### src/rtl/nibble_serial_adder_ctrl.sv
// Wide unsigned adder that reuses one 4-bit ripple slice, one nibble per clock, LSB first.
// Handshake: start (sampled in IDLE), busy while adding, one-cycle done when sum/overflow update.
module nibble_serial_adder_ctrl #(
  parameter int unsigned NUM_NIBBLES = 4
) (
  input  logic                       clk,
  input  logic                       n_rst,
  input  logic                       start,
  input  logic [4*NUM_NIBBLES-1:0]   a,
  input  logic [4*NUM_NIBBLES-1:0]   b,
  input  logic                       carry_in,
  output logic                       busy,
  output logic                       done,
  output logic [4*NUM_NIBBLES-1:0]   sum,
  output logic                       overflow
);

  localparam int unsigned IDX_W = (NUM_NIBBLES > 1) ? $clog2(NUM_NIBBLES) : 1;
  localparam logic [IDX_W-1:0] LAST_IDX = IDX_W'(NUM_NIBBLES - 1);

  typedef enum logic [1:0] {
    IDLE = 2'd0,
    ADD  = 2'd1,
    DONE = 2'd2
  } state_t;

  state_t state, state_next;

  logic [NUM_NIBBLES-1:0][3:0] a_reg;
  logic [NUM_NIBBLES-1:0][3:0] b_reg;
  logic [NUM_NIBBLES-1:0][3:0] work;
  logic [NUM_NIBBLES-1:0][3:0] merged_c;
  logic                        carry_reg;
  logic [IDX_W-1:0]            idx;
  logic [3:0]                  slice_sum_c;
  logic                        slice_co_c;

  // Shared 4-bit slice fed by the current nibble pair and the running carry
  always_comb begin
    {slice_co_c, slice_sum_c} = 5'(a_reg[idx]) + 5'(b_reg[idx]) + 5'(carry_reg);
  end

  // Final result: accumulated nibbles with the one being computed this cycle
  always_comb begin
    merged_c      = work;
    merged_c[idx] = slice_sum_c;
  end

  always_ff @(posedge clk) begin
    if (!n_rst) state <= IDLE;
    else        state <= state_next;
  end

  always_comb begin
    state_next = state;
    case (state)
      IDLE:    if (start) state_next = ADD;
      ADD:     if (idx == LAST_IDX) state_next = DONE;
      DONE:    state_next = IDLE;
      default: state_next = IDLE;
    endcase
  end

  always_comb begin
    busy = 1'b0;
    done = 1'b0;
    busy = (state == ADD);
    done = (state == DONE);
  end

  // Operand capture, nibble accumulation and atomic publication of the result
  always_ff @(posedge clk) begin
    if (!n_rst) begin
      a_reg     <= '0;
      b_reg     <= '0;
      work      <= '0;
      carry_reg <= 1'b0;
      idx       <= '0;
      sum       <= '0;
      overflow  <= 1'b0;
    end else begin
      case (state)
        IDLE: begin
          if (start) begin
            a_reg     <= a;
            b_reg     <= b;
            carry_reg <= carry_in;
            idx       <= '0;
          end
        end
        ADD: begin
          work[idx] <= slice_sum_c;
          carry_reg <= slice_co_c;
          if (idx == LAST_IDX) begin
            sum      <= merged_c;
            overflow <= slice_co_c;
          end else begin
            idx <= idx + IDX_W'(1);
          end
        end
        default: ;
      endcase
    end
  end

endmodule

### config.mk
export PLATFORM = sky130hd
export DESIGN_NAME = nibble_serial_adder_ctrl
export DESIGN_NICKNAME = d
export VERILOG_FILES = /design/src/rtl/nibble_serial_adder_ctrl.sv
export SDC_FILE = /design/constraint.sdc
export NUM_CORES = 1
export LEC_CHECK = 0
export ABC_AREA = 1
export CORE_UTILIZATION = 44
export CTS_CLUSTER_SIZE = 25
export DETAILED_ROUTE_END_ITERATION = 12
export PLACE_DENSITY_LB_ADDON = 0.15
export SLEW_MARGIN = 10
export SYNTH_ARGS = -nofsm -noshare
export SYNTH_HDL_FRONTEND = slang
export SYNTH_SLANG_ARGS = --single-unit
### constraint.sdc
create_clock -name clk -period 2.5 [get_ports clk]
set_input_delay 0.25 -clock clk [delete_from_list [all_inputs] [get_ports clk]]
set_output_delay 0.25 -clock clk [all_outputs]
set_load 0.02 [all_outputs]
Word-level counts from Yosys, hierarchy flattened:

Cells that the tools add are included.

* logic and storage cells: 51
* input bits: 36
* flip-flop bits (word level): 70

* eq/ne operators: 6
* reduce and logical (&&, ||, !) cells: 8
* $add $sub $neg: 3
* order comparisons: 2
* mux-type cells: 15

Operators by type and width (number)
* $bmux 4 s2: 2
* $bwmux 16: 1
* $mux 4: 3
* $demux 4 s2: 1
* $mux 2: 4
* $pmux 2 s2: 2
* $reduce_and 2->1: 4
* $add 4x4->5: 1
* $add 5x1->5: 1
* $eq 2x2->1 const B: 2
* $ne 2x2->1 const B: 2
* $lt 2x3->1 const B: 1
* $reduce_and 3->1: 1
* $add 2x1->2 const B: 1
* $eq 2x1->1 const B: 1
* $ge 2x1->1 const B: 1
* $logic_not 2->1: 1
* $ne 2x1->1 const B: 1
* $pmux 1 s2: 1
* $reduce_bool 2->1: 1
* $logic_and 1x1->1: 1
* $mux 1: 1

Depth between registers and ports, before layout:

* word-level depth: 5
* depth in mapped cells: 12
* mapped depth without buffers: 11

Worst setup path after synthesis:

No wires, ideal clock.

* path kind: register to register
* start point: register idx[0]
* end point: register work[6] (netlist name)
* period minus slack after synthesis: 2.483 ns
* library setup time: 0.115 ns
* setup slack: 0.017 ns
* stages on the path, launching flop included: 12
* required time: 2.385 ns
* data arrival time: 2.368 ns
* cells stage by stage: dfxtp_1 -> clkinv_1 -> buf_2 -> nor2_1 -> o22ai_1 -> fa_1 -> fa_1 -> xor2_1 -> nand2_1 -> o21ai_0 -> o21ai_0 -> inv_1

* word-level cells in the longest chain between the ends: 5
* elaborated cells between the ends (all ways): 12
* classes of those cells: add/sub (2); order compare (2); mux (7); reduce/logical (1)

Ends and longest elaborated chain
* start, declared: line 34 `logic [IDX_W-1:0] idx;`
* start signal, assigned: line 98 `idx <= idx + IDX_W'(1);`
* $bmux 4 s2, or another cell as far along: line 40 `{slice_co_c, slice_sum_c} = 5'(a_reg[idx]) + 5'(b_reg[idx]) + 5'(carry_reg);`
* $mux 4 (implied by the code) or $logic_and 1x1->1 (tied branches): line 40, 92
* $add 4x4->5 or $mux 4 (tied branches): line 40, 92
* $add 5x1->5 or $demux 4 s2 (tied branches): line 40, 92
* $bwmux 16 *: line 92 `work[idx] <= slice_sum_c;`
* end signal, assigned by index: line 92
* end, declared: line 31 `logic [NUM_NIBBLES-1:0][3:0] work;`

Mark *: on every way between the ends. The rest lies on a longest branch, timed or not. The select of a mux whose other input is x is not followed.
A chain may end at the register's enable or synchronous reset.

Worst setup path after layout:

* start point: register idx[0]
* end point: register work[10] (netlist name)

Same word-level chain as after synthesis.

==> results.cfg <==
[place]
dp_hpwl_um = 4630
io_buffer_count = 54
place.gp.congestion = 0.853
pre_cts_ws_ns = -0.00374

[routing]
drtPass1Iterations = 4
wl_um = 6390
viasPerCell = 5.09
ant_nets = 0
wl_per_cell_um = 12.2
vias = 2678
drcViolationCount = 0
drtIter0Drc = 105

[clock_tree]
ctsRootBufferMaster = clkbuf_8
cts_tree = built
cts_buffers = 9
clockBufferDepth = 2
clkTransAtPathRegs_ns = 0.07
cts_hold_buf = 0
insertion_delay_ns = 0.34
cts.sink_count = 66
htreeDepth = 3

[worst_setup_path]
worst_setup_path_end_kind = register
arrival_ns = 2.53
cp.required_ns = 2.75
cp_max_fo = 18
critPathKind = register to register
r2r_setup_slack_ns = 0.22
start_kind = register

[sta]
skew_ns = 0.00866
hold_violations = 0
finalCriticalPeriod_ns = 2.28
layout_worst_path_cycle_share = 0.913
finalSetupViolCount = 0
worst_pin_slew_ns = 0.397
rsz0062_at_grt = false
max_clock_freq_ghz = 0.438
timing.slew.headroom = 0.735
tns_ns = 0
maxSlewViolCount = 0
layout_setup_ws_ns = 0.217

[grt]
grt_pass1_vias = 2493
antenna_found_initial = 0
grt_max_degree = 33
track_usage = 0.204
grt_pass1_wl_um = 11400
gr-total-overflow = 0

[finish]
fillers = 628
diodes = 0
syn2layout_area_growth_pct = 28.2
seq_area_um2 = 1320
final_layout_size_suffix_gt1_frac = 0.100
multi_input_area_um2 = 1390
nNetsFinal = 490

[synth]
synthCells = 391
synth.area.top_cells = dfxtp_1 45%, nor2_1 12%, o21ai_0 12%, nand2_1 5.2%, nand3_1 4.6%
yosysTopAreaCell = dfxtp_1
ys_seq_area_frac = 0.453
synth_area_per_cell_um2 = 7.46
synth_top_area_share = 0.453
ys_ff_latch = 66
ys_warn_count = 0
synth_nets = 436
synth_area_um2 = 2920
synth.distinct_cells = 24

[power_and_ir_drop]
vdd_drop_max_v = 0.000470
p_per_area_nw_per_um2 = 690
power.leakage_nw = 1.62
power_mw = 2.58

[floorplan]
die_w_um = 83.4
start_util = 0.457
die_h_um = 83.4
fp-row-count = 29
core-area_um2 = 6390
num_io_pins = 55
die_area_um2 = 6960

[job]
maxCapViolations = 0

[status]
status = finished, final reports clean

[worst_hold_path]
hp-class = register to register
logic make-up (layout without fill, tap and decap cells):
family                   Yosys count  in the layout  synth area share
XOR/XNOR                           1              1           0.00300
AO/OA/AOI/OAI                    101            101             0.189
buffers and inverters             50            108            0.0755
flip-flops                        66             66             0.453
adder cells (fa/ha/maj)            9              9            0.0438
AND/OR/NAND/NOR                  164            164             0.236
synth_stat cells, drive strengths merged:
library cell and n:
nor2 94, o21ai 77, dfxtp 66, nand2 42, nand3 28, inv 27, a21oi 14, buf 13
clkbuf 8, o22ai 8, ha 7, clkinv 2, fa 2, o211ai 1, o21bai 1, xor2 1
critical path, stage by stage, from the launching register on:
cell     delay (ns)
dfxtp_1        0.32
buf_4          0.19
o21ai_0        0.17
o22ai_1        0.12
fa_2           0.40
fa_2           0.39
xor2_2         0.22
o21ai_0        0.21
nand2_1        0.07
nand2_1        0.06
inv_1          0.03
path summary, 6_finish.rpt:
| path | from | to | cells past startpoint |
|---|---|---|---|
| max | idx[0]$_SDFFE_PN0P_ | work[10]$_SDFFE_PN0P_ | 10 |
| min | sum[14]$_SDFFE_PN0P_ | sum[14]$_SDFFE_PN0P_ | 2 |
| max reg2reg | idx[0]$_SDFFE_PN0P_ | work[10]$_SDFFE_PN0P_ | 10 |
| min reg2reg | sum[14]$_SDFFE_PN0P_ | sum[14]$_SDFFE_PN0P_ | 2 |
report_power, final:
group | total, mW | internal (mW) | switching [mW]
clock network | 0.916 | 0.536 | 0.380
logic | 0.506 | 0.201 | 0.305
registers | 1.16 | 1.12 | 0.0362
repair_timing:
action                     CTS  global route
setup buffers                0             0
resized for setup            2             6
hold endpoints to repair     0             0
setup endpoints to repair    5             6
per-stage QoR:
step / hold slack [ns] / utilization / instances / area (um^2)
final: 0.445 / 0.585 / 526 / 3740
after detailed placement: 0.434 / 0.551 / 511 / 3520
after floorplan: 0.414 / - / 391 / 2920
after CTS: 0.446 / 0.585 / 526 / 3730
after global placement: 0.433 / 0.551 / 511 / 3520
after global routing: 0.502 / 0.585 / 526 / 3740
metal layers:
metal,part of all wire,global-route usage
met3,0.042,0.0686
met4,0.018,0.0721
met5,0,0
met1,0.47,0.246
met2,0.47,0.337
area by class of cell:
type / count / area share
multi-input combinational: 275 / 0.371
timing repair buffer: 64 / 0.165
clock buffer: 13 / 0.0452
tap: 77 / 0.0258
sequential: 66 / 0.353
inverter: 29 / 0.0308
clock inverter: 2 / 0.00937
cell usage in the layout (no fill, tap or decap), types with 10 or more instances in the layout:
| master | n |
|---|---|
| nor2_1 | 93 |
| dfxtp_1 | 66 |
| o21ai_0 | 65 |
| clkdlybuf4s50_1 | 54 |
| nand2_1 | 40 |
| nand3_1 | 27 |
| inv_1 | 23 |
| a21oi_1 | 14 |
| clkbuf_8 | 12 |
| buf_4 | 10 |
Note: power is estimated with default switching activity, not from simulation.
